===== src/rtl/ahb2apb_pkg.sv =====
// Shared types and constants for the multi-slave AHB-Lite to APB3 bridge.
// Optional APB ACCESS timeout is enabled by defining APB_TIMEOUT_EN.
package ahb2apb_pkg;

   typedef enum logic [2:0] {
      ST_IDLE   = 3'd0,
      ST_WDATA  = 3'd1,
      ST_SETUP  = 3'd2,
      ST_ACCESS = 3'd3,
      ST_ERR1   = 3'd4,
      ST_ERR2   = 3'd5
   } state_t;

   localparam logic [1:0] HTRANS_IDLE   = 2'b00;
   localparam logic [1:0] HTRANS_BUSY   = 2'b01;
   localparam logic [1:0] HTRANS_NONSEQ = 2'b10;
   localparam logic [1:0] HTRANS_SEQ    = 2'b11;

   localparam logic HRESP_OKAY  = 1'b0;
   localparam logic HRESP_ERROR = 1'b1;

   // Slave-index field width; a single slave still needs one bit.
   function automatic int sel_width(input int n);
      return (n <= 1) ? 1 : $clog2(n);
   endfunction

endpackage


===== src/rtl/ahb2apb_mslv_bridge_if.sv =====
// Bus bundle between the AHB interconnect, the bridge and the APB slave cluster.
// The "slave" modport is the bridge view; "master" is the surrounding system view.
interface ahb2apb_mslv_bridge_if
   import ahb2apb_pkg::*;
#(
   parameter int ADDR_W  = 32,
   parameter int DATA_W  = 32,
   parameter int NUM_SLV = 4
) ();

   // Handshakes: an AHB transfer is accepted only when hsel, htrans[1] and
   // hready_in are all high; hready_out low stalls the master's data phase.
   // An APB transfer completes in the first ACCESS cycle with pready[idx] high.
   logic                      hsel;
   logic [ADDR_W-1:0]         haddr;
   logic [1:0]                htrans;
   logic                      hwrite;
   logic [DATA_W-1:0]         hwdata;
   logic                      hready_in;
   logic [DATA_W-1:0]         hrdata;
   logic                      hready_out;
   logic                      hresp;
   logic [NUM_SLV-1:0]        psel;
   logic                      penable;
   logic                      pwrite;
   logic [ADDR_W-1:0]         paddr;
   logic [DATA_W-1:0]         pwdata;
   logic [NUM_SLV*DATA_W-1:0] prdata;
   logic [NUM_SLV-1:0]        pready;
   logic [NUM_SLV-1:0]        pslverr;
   state_t                    dbg_state;

   modport slave (
      input  hsel, haddr, htrans, hwrite, hwdata, hready_in,
      output hrdata, hready_out, hresp,
      output psel, penable, pwrite, paddr, pwdata,
      input  prdata, pready, pslverr,
      output dbg_state
   );

   modport master (
      output hsel, haddr, htrans, hwrite, hwdata, hready_in,
      input  hrdata, hready_out, hresp,
      input  psel, penable, pwrite, paddr, pwdata,
      output prdata, pready, pslverr,
      input  dbg_state
   );

endinterface


===== src/rtl/ahb2apb_mslv_bridge_resp_mux.sv =====
// Selects the addressed APB slave's prdata/pready/pslverr; other slaves are ignored.
module apb_resp_mux
   import ahb2apb_pkg::*;
#(
   parameter int NUM_SLV = 4,
   parameter int DATA_W  = 32
) (
   input  logic [sel_width(NUM_SLV)-1:0] i_idx,
   input  logic [NUM_SLV*DATA_W-1:0]     i_prdata,
   input  logic [NUM_SLV-1:0]            i_pready,
   input  logic [NUM_SLV-1:0]            i_pslverr,
   output logic [DATA_W-1:0]             o_rdata,
   output logic                          o_ready,
   output logic                          o_err
);

   localparam int SEL_W = sel_width(NUM_SLV);

   always_comb begin
      o_rdata = '0;
      o_ready = 1'b0;
      o_err   = 1'b0;
      for (int i = 0; i < NUM_SLV; i++) begin
         if (i_idx == SEL_W'(i)) begin
            o_rdata = i_prdata[i*DATA_W +: DATA_W];
            o_ready = i_pready[i];
            o_err   = i_pslverr[i];
         end
      end
   end

endmodule


===== src/rtl/ahb2apb_mslv_bridge.sv =====
// AHB-Lite slave to APB3 master bridge for NUM_SLV peripherals with one-hot psel.
// Define APB_TIMEOUT_EN to bound ACCESS wait states by TIMEOUT_CYC.
module ahb2apb_mslv_bridge
   import ahb2apb_pkg::*;
#(
   parameter int ADDR_W      = 32,
   parameter int DATA_W      = 32,
   parameter int NUM_SLV     = 4,
   parameter int SEL_LSB     = 12,
   parameter int TIMEOUT_CYC = 255
) (
   input logic                 clk,
   input logic                 rstn,
   ahb2apb_mslv_bridge_if.slave bus
);

   localparam int SEL_W = sel_width(NUM_SLV);
   localparam logic [SEL_W:0] NUM_SLV_V = (SEL_W+1)'(NUM_SLV);

   state_t              r_state;
   state_t              w_next;
   logic [ADDR_W-1:0]   r_paddr;
   logic                r_pwrite;
   logic [DATA_W-1:0]   r_pwdata;
   logic [DATA_W-1:0]   r_hrdata;
   logic [SEL_W-1:0]    r_idx;

   logic [SEL_W-1:0]    w_hidx;
   logic                w_capture;
   logic                w_oor;
   logic [DATA_W-1:0]   w_sel_rdata;
   logic                w_sel_ready;
   logic                w_sel_err;
   logic                w_timeout;
   logic                w_hready;
   logic                w_hresp;
   logic                w_psel_en;
   logic                w_penable;

   assign w_hidx    = bus.haddr[SEL_LSB +: SEL_W];
   assign w_oor     = ({1'b0, w_hidx} >= NUM_SLV_V);
   assign w_capture = (r_state == ST_IDLE || r_state == ST_ERR2) && bus.hsel && bus.hready_in &&
                      (bus.htrans == HTRANS_NONSEQ || bus.htrans == HTRANS_SEQ);

   apb_resp_mux #(
      .NUM_SLV (NUM_SLV),
      .DATA_W  (DATA_W)
   ) u_resp_mux (
      .i_idx     (r_idx),
      .i_prdata  (bus.prdata),
      .i_pready  (bus.pready),
      .i_pslverr (bus.pslverr),
      .o_rdata   (w_sel_rdata),
      .o_ready   (w_sel_ready),
      .o_err     (w_sel_err)
   );

`ifdef APB_TIMEOUT_EN
   localparam int CNT_W = $clog2(TIMEOUT_CYC + 1);
   logic [CNT_W-1:0] r_to_cnt;

   // The last permitted wait cycle is the one where the count shows TIMEOUT_CYC-1.
   assign w_timeout = (r_to_cnt == CNT_W'(TIMEOUT_CYC - 1));

   always_ff @(posedge clk or negedge rstn) begin
      if (!rstn) begin
         r_to_cnt <= '0;
      end else if (r_state == ST_ACCESS && !w_sel_ready && !w_timeout) begin
         r_to_cnt <= r_to_cnt + 1'b1;
      end else begin
         r_to_cnt <= '0;
      end
   end
`else
   localparam int timeout_cyc_unused = TIMEOUT_CYC;
   assign w_timeout = 1'b0;
`endif

   always_ff @(posedge clk or negedge rstn) begin
      if (!rstn) r_state <= ST_IDLE;
      else       r_state <= w_next;
   end

   always_comb begin
      w_next    = r_state;
      w_hready  = 1'b1;
      w_hresp   = HRESP_OKAY;
      w_psel_en = 1'b0;
      w_penable = 1'b0;
      case (r_state)
         ST_IDLE, ST_ERR2: begin
            if (r_state == ST_ERR2) w_hresp = HRESP_ERROR;
            w_next = ST_IDLE;
            if (w_capture) begin
               if (w_oor)             w_next = ST_ERR1;
               else if (bus.hwrite)   w_next = ST_WDATA;
               else                   w_next = ST_SETUP;
            end
         end
         ST_WDATA: begin
            w_hready = 1'b0;
            w_next   = ST_SETUP;
         end
         ST_SETUP: begin
            w_hready  = 1'b0;
            w_psel_en = 1'b1;
            w_next    = ST_ACCESS;
         end
         ST_ACCESS: begin
            w_hready  = 1'b0;
            w_psel_en = 1'b1;
            w_penable = 1'b1;
            if (w_sel_ready)    w_next = w_sel_err ? ST_ERR1 : ST_IDLE;
            else if (w_timeout) w_next = ST_ERR1;
         end
         ST_ERR1: begin
            w_hready = 1'b0;
            w_hresp  = HRESP_ERROR;
            w_next   = ST_ERR2;
         end
         default: w_next = ST_IDLE;
      endcase
   end

   // Address/direction hold after a transfer until the next capture.
   always_ff @(posedge clk or negedge rstn) begin
      if (!rstn) begin
         r_paddr  <= '0;
         r_pwrite <= 1'b0;
         r_idx    <= '0;
         r_pwdata <= '0;
         r_hrdata <= '0;
      end else begin
         if (w_capture) begin
            r_paddr  <= bus.haddr;
            r_pwrite <= bus.hwrite;
            r_idx    <= w_hidx;
         end
         if (r_state == ST_WDATA) r_pwdata <= bus.hwdata;
         if (r_state == ST_ACCESS && w_sel_ready && !w_sel_err && !r_pwrite)
            r_hrdata <= w_sel_rdata;
      end
   end

   assign bus.hrdata     = r_hrdata;
   assign bus.hready_out = w_hready;
   assign bus.hresp      = w_hresp;
   assign bus.psel       = w_psel_en ? (NUM_SLV'(1) << r_idx) : '0;
   assign bus.penable    = w_penable;
   assign bus.pwrite     = r_pwrite;
   assign bus.paddr      = r_paddr;
   assign bus.pwdata     = r_pwdata;
   assign bus.dbg_state  = r_state;

endmodule


===== src/flat_wrapper.sv =====
// flat-port wrapper written by rule: the top's interface ports become plain ports
module ahb2apb_mslv_bridge_flat import ahb2apb_pkg::*;
#(
   parameter int ADDR_W      = 32,
   parameter int DATA_W      = 32,
   parameter int NUM_SLV     = 4,
   parameter int SEL_LSB     = 12,
   parameter int TIMEOUT_CYC = 255
)
  (clk, rstn, bus_hsel, bus_haddr, bus_htrans, bus_hwrite, bus_hwdata, bus_hready_in, bus_hrdata, bus_hready_out, bus_hresp, bus_psel, bus_penable, bus_pwrite, bus_paddr, bus_pwdata, bus_prdata, bus_pready, bus_pslverr, bus_dbg_state);
  ahb2apb_mslv_bridge_if #(.ADDR_W(ADDR_W), .DATA_W(DATA_W), .NUM_SLV(NUM_SLV)) bus_i ();
  input logic clk;
  input logic rstn;
  input wire logic [$bits(bus_i.hsel)-1:0] bus_hsel;
  input wire logic [$bits(bus_i.haddr)-1:0] bus_haddr;
  input wire logic [$bits(bus_i.htrans)-1:0] bus_htrans;
  input wire logic [$bits(bus_i.hwrite)-1:0] bus_hwrite;
  input wire logic [$bits(bus_i.hwdata)-1:0] bus_hwdata;
  input wire logic [$bits(bus_i.hready_in)-1:0] bus_hready_in;
  output wire logic [$bits(bus_i.hrdata)-1:0] bus_hrdata;
  output wire logic [$bits(bus_i.hready_out)-1:0] bus_hready_out;
  output wire logic [$bits(bus_i.hresp)-1:0] bus_hresp;
  output wire logic [$bits(bus_i.psel)-1:0] bus_psel;
  output wire logic [$bits(bus_i.penable)-1:0] bus_penable;
  output wire logic [$bits(bus_i.pwrite)-1:0] bus_pwrite;
  output wire logic [$bits(bus_i.paddr)-1:0] bus_paddr;
  output wire logic [$bits(bus_i.pwdata)-1:0] bus_pwdata;
  input wire logic [$bits(bus_i.prdata)-1:0] bus_prdata;
  input wire logic [$bits(bus_i.pready)-1:0] bus_pready;
  input wire logic [$bits(bus_i.pslverr)-1:0] bus_pslverr;
  output wire logic [$bits(bus_i.dbg_state)-1:0] bus_dbg_state;
  assign bus_i.hsel = bus_hsel;
  assign bus_i.haddr = bus_haddr;
  assign bus_i.htrans = bus_htrans;
  assign bus_i.hwrite = bus_hwrite;
  assign bus_i.hwdata = bus_hwdata;
  assign bus_i.hready_in = bus_hready_in;
  assign bus_hrdata = bus_i.hrdata;
  assign bus_hready_out = bus_i.hready_out;
  assign bus_hresp = bus_i.hresp;
  assign bus_psel = bus_i.psel;
  assign bus_penable = bus_i.penable;
  assign bus_pwrite = bus_i.pwrite;
  assign bus_paddr = bus_i.paddr;
  assign bus_pwdata = bus_i.pwdata;
  assign bus_i.prdata = bus_prdata;
  assign bus_i.pready = bus_pready;
  assign bus_i.pslverr = bus_pslverr;
  assign bus_dbg_state = bus_i.dbg_state;
  ahb2apb_mslv_bridge #(.ADDR_W(ADDR_W), .DATA_W(DATA_W), .NUM_SLV(NUM_SLV), .SEL_LSB(SEL_LSB), .TIMEOUT_CYC(TIMEOUT_CYC)) u_core (.clk(clk), .rstn(rstn), .bus(bus_i));
endmodule

===== config.mk =====
export PLATFORM = sky130hd
export DESIGN_NAME = ahb2apb_mslv_bridge_flat
export DESIGN_NICKNAME = d
export VERILOG_FILES = /design/src/rtl/ahb2apb_pkg.sv /design/src/rtl/ahb2apb_mslv_bridge_if.sv /design/src/rtl/ahb2apb_mslv_bridge_resp_mux.sv /design/src/rtl/ahb2apb_mslv_bridge.sv /design/src/flat_wrapper.sv
export SDC_FILE = /design/constraint.sdc
export NUM_CORES = 1
export LEC_CHECK = 0
export CORE_ASPECT_RATIO = 0.6
export CORE_MARGIN = 3
export CORE_UTILIZATION = 36
export CTS_CLUSTER_DIAMETER = 30
export DETAILED_ROUTE_END_ITERATION = 16
export PLACE_DENSITY_LB_ADDON = 0.08
export REMOVE_ABC_BUFFERS = 1
export SLEW_MARGIN = 20
export SYNTH_ARGS = -nofsm -noshare
export SYNTH_HDL_FRONTEND = slang
export SYNTH_SLANG_ARGS = --single-unit

===== constraint.sdc =====
create_clock -name clk -period 2.6 [get_ports clk]
set_clock_uncertainty 0.15 [all_clocks]
set_input_delay 0.65 -clock clk [delete_from_list [all_inputs] [get_ports clk]]
set_output_delay 0.65 -clock clk [all_outputs]
set_load 0.03 [all_outputs]

---- Word level (Yosys, flattened, before mapping) ----
Cells that the tools add are included.
word-level totals
  word-level logic and storage cells ...... 56
  output and inout port bits .............. 107
  flip-flop bits (word level) ............. 102
  input bits .............................. 207
operators by class
  reduce and logical (&&, ||, !) cells .... 15
  muxes and demuxes ....................... 23
  shift operators ......................... 1
  equality and inequality tests ........... 11
operators with widths
  kind                                                                     count
  32-bit two-way mux                                                       4
  3-bit case mux with 5 select lines                                       1
  1-bit two-way mux                                                        12
  3-bit two-way mux                                                        3
  2-bit equality test, second input constant                               4
  3-bit by 2-bit equality test with 1-bit output, second input constant    2
  3-bit equality test, second input constant                               2
  1-bit logical AND                                                        6
  4-bit two-way mux                                                        1
  2-bit OR reduction                                                       2
  4-bit OR reduction                                                       1
  1-bit by 2-bit left shift with 4-bit output, first input constant        1
  3-bit by 1-bit equality test with 1-bit output, second input constant    1
  3-bit zero test                                                          1
  2-bit by 1-bit equality test with 1-bit output, second input constant    1
  1-bit zero test                                                          2
  2-bit zero test                                                          1
  1-bit logical OR                                                         2
  2-bit two-way mux                                                        1
  2-bit by 1-bit inequality test with 1-bit output, second input constant  1
  1-bit case mux with 2 select lines                                       1

---- Logic depth before layout (Yosys ltp) ----
Gate-level depths: netlist of run 1.
  depth after elaboration ................. 8
  mapped depth ............................ 5
  depth with buffers taken out ............ 3

---- Hierarchy ----
From an unflattened synthesis of run 1, not the netlist that was laid out.
unflattened totals
  cell total of the unflattened synthesis .. 273
  area, all modules ....................... 4848.4 sq um
modules (own cells, without submodules)
  module               sequential area each (sq um)  area an instance (sq um)  cells each  times used
  ahb2apb_mslv_bridge  2502.4                        3977.6                    231         1
  apb_resp_mux         0.0                           870.8                     42          1

---- Worst setup path after synthesis of run 1 ----
Ideal clock, no wire load.
  path type ............................... reg-to-output
  start point ............................. reg u_core.bus.paddr[13] (netlist name)
  end point ............................... out bus_psel[2]
  arrival time ............................ 1.974 ns
  path slack .............................. -0.174 ns
  buffers on the path ..................... 2
  required time ........................... 1.800 ns
  stages on the path, launching flop included .. 4
  cell sequence ........................... dfrtp_1 buf_1 clkbuf_1 nor3b_1
RTL lines
  item              line                source
  end: declaration  flat_wrapper.sv:23  output wire logic [$bits(bus_i.psel)-1:0] bus_psel;

---- Final worst setup path of run 1 ----
  start point ............................. reg u_core.r_state[1], in the netlist u_core.bus.dbg_state[1]
  end point ............................... out bus_hresp
on the way
  longest elaborated chain between the ends .. 3
  elaborated cells on any way between the ends .. 6
  those cells by class .................... 2 x eq/ne; 2 x mux; 2 x reduce/logical
ends and longest elaborated chain
  item                                                            line                                                  source
  start: declaration                                              ahb2apb_mslv_bridge.sv:20                             state_t r_state;
  start signal: assignment                                        ahb2apb_mslv_bridge.sv:81                             else r_state <= w_next;
  3-bit equality test / 3-bit zero test (equally long branches)   ahb2apb_mslv_bridge.sv:90, ahb2apb_mslv_bridge.sv:92
  1-bit two-way mux / 2-bit OR reduction (equally long branches)  ahb2apb_mslv_bridge.sv:92, ahb2apb_mslv_bridge.sv:90
  1-bit case mux with 2 select lines *                            ahb2apb_mslv_bridge.sv:90                             case (r_state)
  end: declaration                                                flat_wrapper.sv:22                                    output wire logic [$bits(bus_i.hresp)-1:0] bus_hresp;
Every way passes the cells marked *; elsewhere a longest branch is shown, timed or not.

==> results.txt, run 1 <==
Critical Setup Path Class: reg -> out
Yosys reg bits: 100
first-pass GRT wire length: 22500 um
Max VDD drop: 0.000652 V
LEAKAGE: 3.33 nW
Simple-Gate Fraction of Synth Area: 2.54%
Pre-Repair DR Iteration Count: 4
CP peak stage delay: 0.69 ns
DRT iter0 DRCs: 116
Final nets: 800
Initial Util: 37.6%
synthesized area: 4630 um^2
Worst path slowest cell: clkdlybuf4s50_1
startpoint class of the critical path: register
core area: 12300 um^2
CP endpoint kind: output port
worst skew pair latency: 0.33 ns
die width: 152 um
HPWL after detailed placement: 11800 um
die area: 14300 um^2
clock sink count: 100
mux cell area share after synthesis: 40.1%
Power Total: 10.4 mW
proportion of layout cells with a drive suffix above 1: 26.3%
vias per std cell: 4.77
cell area power density: 1260 nW/um^2
status: finished clean
Synth warnings: 0
CTS buffer count: 9
CTS root buffer: clkbuf_16
post-synth top area share: 54.1%
Crit Path Max Fanout: 7
R2R Path End: u_core.bus.hrdata[29]
Final Util: 67.6%
largest family of logic cells by synthesized area: multiplexers
largest net degree at the start of global routing: 44
GR Overflow Total: 0
Tcrit/Tclk final: 96.8%
GRT Total Usage: 20.3%
Syn Inst Count: 277
Yosys cell types: 26
Final Non-Filler Cells: 763
antenna cells: 0
worst endpoint required time: 1.80 ns
post-route ant nets: 0
register area share after synthesis: 54.1%
worst-case reg-to-reg path depth: 4
routability cong.: 0.829
synth top area cells: dfrtp_1 54%, mux2_2 21%, mux4_2 17%, mux2_1 2.4%, buf_2 0.97%
Die Y-Extent: 93.8 um
Synth Area in XOR/XNOR: 0.378%
min cycle time layout: 2.52 ns
DR DRC count: 0
Mean Syn Cell Area: 16.7 um^2
CTS max path bufs: 2
Synth Area in Compound Gates: 0.676%
num rows: 31
vias in the first global route: 4135
H-tree Lvls: 3
Hold Vio Cnt, Final: 0
CP arrival: 1.72 ns
hold buffers post-CTS: 0
number of buffers added on ports: 312
Hold Path Class: in -> async
Reg2Reg Setup Slack: 0.28 ns
endpoints failing setup: 0
initial antenna violation count: 0
Routed Wire Length: 14500 um
CTS tree: yes
dominant delay contributor by cell family on the critical path: buffers and inverters
post-placement cell count: 747
max_cap viols: 0
Reg-to-Reg Start: u_core.bus.paddr[12]
Worst-Margin Slew: 0.566 ns
Avg WL per Cell: 19.0 um
Max Clk Rate: 397 MHz
CP cell instances: nand2b_1, inv_1, clkdlybuf4s50_1
Reg clk slew, reported paths: 0.07 ns
Slew headroom: 62.3%
via count: 3641
Synth area leader: dfrtp_1
most common cell after layout, fill and taps aside: clkdlybuf4s50_1
Worst Path Buf+Inv: 2
layout overhead on the synthesized area: 79.6%
final max-slew violation count: 0
most frequent cells in the layout: 304 x clkdlybuf4s50_1, 99 x dfrtp_1, 87 x mux2_2
post-synthesis adder-cell area fraction: 0%
# fillers: 894
num ports: 314
RSZ-0062 raised after global routing: false
worst reg2reg max path, cell delays in order (launching register included):
cell and delay [ns]:
dfrtp_2 0.51, mux4_2 0.60, nor4b_4 0.32, buf_12 0.25, mux2_2 0.37
layer usage:
layer / vias to the layer above / GRT usage [%] / wire (um)
li1: 1679 / - / -
met1: 1799 / 23.0 / 5510
met2: 155 / 37.0 / 7620
met3: 8 / 8.42 / 1270
met4: 0 / 2.92 / 114
met5: - / 0 / 0
cell usage after synthesis:
library cell / count
buf_2: 9
nor3b_1: 1
or3_1: 1
a211o_1: 1
mux2_1: 10
mux4_2: 34
nor4b_4: 1
o21ai_0: 1
dfrtp_1: 100
o21bai_1: 1
a21oi_1: 2
nand4_1: 1
nand2_1: 1
nor2_1: 5
nand2b_1: 2
inv_1: 2
and3_1: 1
mux2_2: 87
clkbuf_1: 5
nand4b_1: 1
nand3b_1: 1
buf_1: 2
nor3_1: 2
buf_4: 3
nor2b_1: 1
xor2_1: 2
layout make-up:
type / count / area, um^2 / area share, %
repair buffers: 324 / 3240 / 38.9
flip-flops and latches: 100 / 2500 / 30.1
clock buffers: 9 / 225 / 2.71
well taps: 165 / 206 / 2.48
multi-input cells: 156 / 2030 / 24.4
inverters: 2 / 7.51 / 0.0903
clock inverters: 7 / 106 / 1.28
sequential cells by signal (all words and copies together) (netlist names):
register / count
u_core.bus.dbg_state: 3
u_core.bus.paddr: 32
u_core.bus.pwrite: 1
u_core.bus.hrdata: 32
u_core.bus.pwdata: 32
worst max-delay path by stage:
stage,depth (start not counted),endpoint,start
2_1_floorplan,3,u_core.bus.hrdata[0],u_core.bus.paddr[12]
3_3_place_gp,5,u_core.bus.hrdata[29],bus_pslverr[3]
3_5_place_dp,5,u_core.bus.hrdata[29],bus_pslverr[3]
4_1_cts,3,bus_hresp,u_core.bus.dbg_state[1]
5_1_grt,3,bus_hresp,u_core.bus.dbg_state[2]
6_report,3,bus_hresp,u_core.bus.dbg_state[1]
cell families (layout without fill, tap and decap cells):
family / count (synthesis) / count (layout)
DFF: 100 / 100
xor gates and xnor gates: 2 / 2
muxes: 131 / 131
buffers and inverters: 21 / 342
and+or+nand+nor: 18 / 18
AOI/OAI and AO/OA: 5 / 5
per-stage QoR:
| step | setup TNS [ns] | hold slack [ns] | instance area [um^2] | setup slack, ns |
|---|---|---|---|---|
| after floorplan | -75.21 | 0.204 | 4530 | -1.69 |
| after global placement | -5.51 | 0.319 | 7990 | -0.178 |
| after detailed placement | -6.16 | 0.325 | 7990 | -0.212 |
| after CTS | 0 | 0.171 | 8310 | 0.0645 |
| after global routing | 0 | 0.190 | 8310 | 0.000243 |
| final | 0 | 0.161 | 8310 | 0.0834 |
repair_timing:
action / 4_1_cts / 5_1_grt
resized for setup: 4 / 0
endpoints found under the hold margin: 0 / 0
buffers inserted: 0 / 0
endpoints found under the setup margin: 4 / 0
power breakdown:
part	total [mW]	switching (mW)	internal [mW]
Sequential	2.84	0.485	2.36
Combinational	6.14	3.11	3.02
Clock	1.46	0.597	0.860
Total	10.4	4.19	6.25
Note: power is estimated with default switching activity, not from simulation.
==> inputs of run 2 (changes only) <==
- ABC_CLOCK_PERIOD_IN_PS: default -> 2600
==> results of run 2 <==
Final layout, timing and power as in run 1 (identical DEF).
==> inputs of run 3 (changes only) <==
- ABC_CLOCK_PERIOD_IN_PS: 2600 -> 3000
- CORE_UTILIZATION: 36 -> 39
- clock period: 2.6 -> 3 ns (I/O delays scaled with it)
==> results.txt, run 3 (same netlist as run 1, synthesis figures left out) <==
Worst-Margin Slew: 0.568 ns
first-pass GRT wire length: 23300 um
post-route ant nets: 0
Post-DP Area: 7970 um^2
Tcrit/Tclk final: 95.0%
LEAKAGE: 3.32 nW
Die Y-Extent: 90.4 um
status: finished clean
Setup WS pre-CTS: 0.0821 ns
largest net degree at the start of global routing: 45
antenna cells: 0
Reg area: 2500 um^2
core area: 11400 um^2
Routed Wire Length: 14800 um
fraction of power consumed by combinational cells: 58.6%
Initial Util: 40.4%
cell area power density: 1100 nW/um^2
Max VDD drop: 0.000527 V
endpoints failing setup: 0
worst-case reg-to-reg path depth: 5
gr busiest metal: met2
routability cong.: 0.781
layout overhead on the synthesized area: 79.6%
Slew headroom: 62.2%
CTS root buffer: clkbuf_16
Seq pwr share: 27.1%
via count: 3677
Avg WL per Cell: 19.5 um
Worst path slowest cell: clkdlybuf4s50_1
Reg2Reg Setup Slack: 0.59 ns
Hold Vio Cnt, Final: 0
GRT Total Usage: 22.5%
CP arrival: 1.95 ns
met1 usage: 26.2%
Pint: 5.50 mW
number of buffers added on ports: 312
CTS buffer count: 9
HPWL after detailed placement: 12000 um
hold buffers post-CTS: 0
num rows: 30
# fillers: 798
CP peak stage delay: 0.70 ns
vias per std cell: 4.86
DRT iter0 DRCs: 94
Multi-input gate area: 2030 um^2
Critical Setup Path Class: reg -> out
CP endpoint kind: output port
final max-slew violation count: 0
Sw Pwr: 3.63 mW
switching share of power: 39.8%
most frequent cells in the layout: 308 x clkdlybuf4s50_1, 99 x dfrtp_1, 87 x mux2_2
Hold Path Class: in -> async
met3 GRT Util: 8.83%
DR DRC count: 0
CTS tree: yes
post-CTS setup buffer count: 0
most common cell after layout, fill and taps aside: clkdlybuf4s50_1
initial antenna violation count: 0
Clock Power Share: 14.3%
Final nets: 799
die width: 147 um
worst skew pair latency: 0.33 ns
Crit Path Max Fanout: 9
Max Clk Rate: 351 MHz
max_cap viols: 0
proportion of layout cells with a drive suffix above 1: 26.1%
die area: 13300 um^2
M2 GR Usage: 40.2%
setup TNS: 0 ns
num ports: 314
clock sink count: 100
Reg-to-Reg Start: u_core.bus.paddr[12]
Reg clk slew, reported paths: 0.07 ns
RSZ-0062 raised after global routing: false
H-tree Lvls: 3
GR Overflow Total: 0
CTS max path bufs: 2
PnR worst setup slack: 0.151 ns
post_cts resized: 0
startpoint class of the critical path: register
CP cell instances: nor2b_1, nand2_1, nor2_1, clkdlybuf4s50_1
worst endpoint required time: 2.10 ns
R2R Path End: u_core.bus.hrdata[16]
fin area: 8310 um^2
Pre-Repair DR Iteration Count: 6
min cycle time layout: 2.85 ns
vias in the first global route: 4112
## run 3: per-layer routing
| metal | wire length (um) | part of all wire, % | up-vias |
|---|---|---|---|
| li1 | - | - | 1675 |
| met1 | 5400 | 36 | 1847 |
| met2 | 7880 | 53 | 147 |
| met3 | 1420 | 9.6 | 8 |
| met4 | 96 | 0.65 | 0 |
| met5 | 0 | 0 | - |
## run 3: critical path, delay by kind of cell, from the launching register on
family / cells / cell delay (ns)
buffers and inverters: 1 / 0.70
DFF: 1 / 0.52
and+or+nand+nor: 3 / 0.39
## run 3: how the worst max path moves through the flow
stage / from / to
final: u_core.bus.dbg_state[1] / bus_psel[1]
after global routing: u_core.bus.dbg_state[1] / bus_psel[1]
after CTS: u_core.bus.dbg_state[1] / bus_psel[1]
after detailed placement: bus_pslverr[3] / u_core.bus.hrdata[4]
after global placement: bus_pslverr[3] / u_core.bus.hrdata[30]
after floorplan: u_core.bus.paddr[12] / u_core.bus.hrdata[0]
## run 3: final cells by class
class | instances | area share, %
multi-input combinational | 156 | 24.4
clock buffer | 9 | 2.71
tap | 160 | 2.41
inverter | 2 | 0.0903
clock inverter | 7 | 1.37
timing repair buffer | 323 | 38.9
sequential | 100 | 30.1
## run 3: through the flow
stage	hold slack [ns]	power (mW)	util, %	std cells
3_5_place_dp	0.328	7.90	69.7	741
2_1_floorplan	0.304	5.58	-	258
4_1_cts	0.268	9.25	72.6	757
5_1_grt	0.299	9.60	72.6	757
6_report	0.247	9.13	72.6	757
3_3_place_gp	0.320	7.77	69.7	741
## run 3: power by group through the flow
stage | logic (mW) | clock network (mW) | registers, mW
floorplan | 1.62 | 0 | 3.96
global placement | 5.32 | 0 | 2.44
detailed placement | 5.41 | 0 | 2.50
CTS | 5.43 | 1.33 | 2.48
global route | 5.64 | 1.39 | 2.57
finish | 5.35 | 1.31 | 2.47
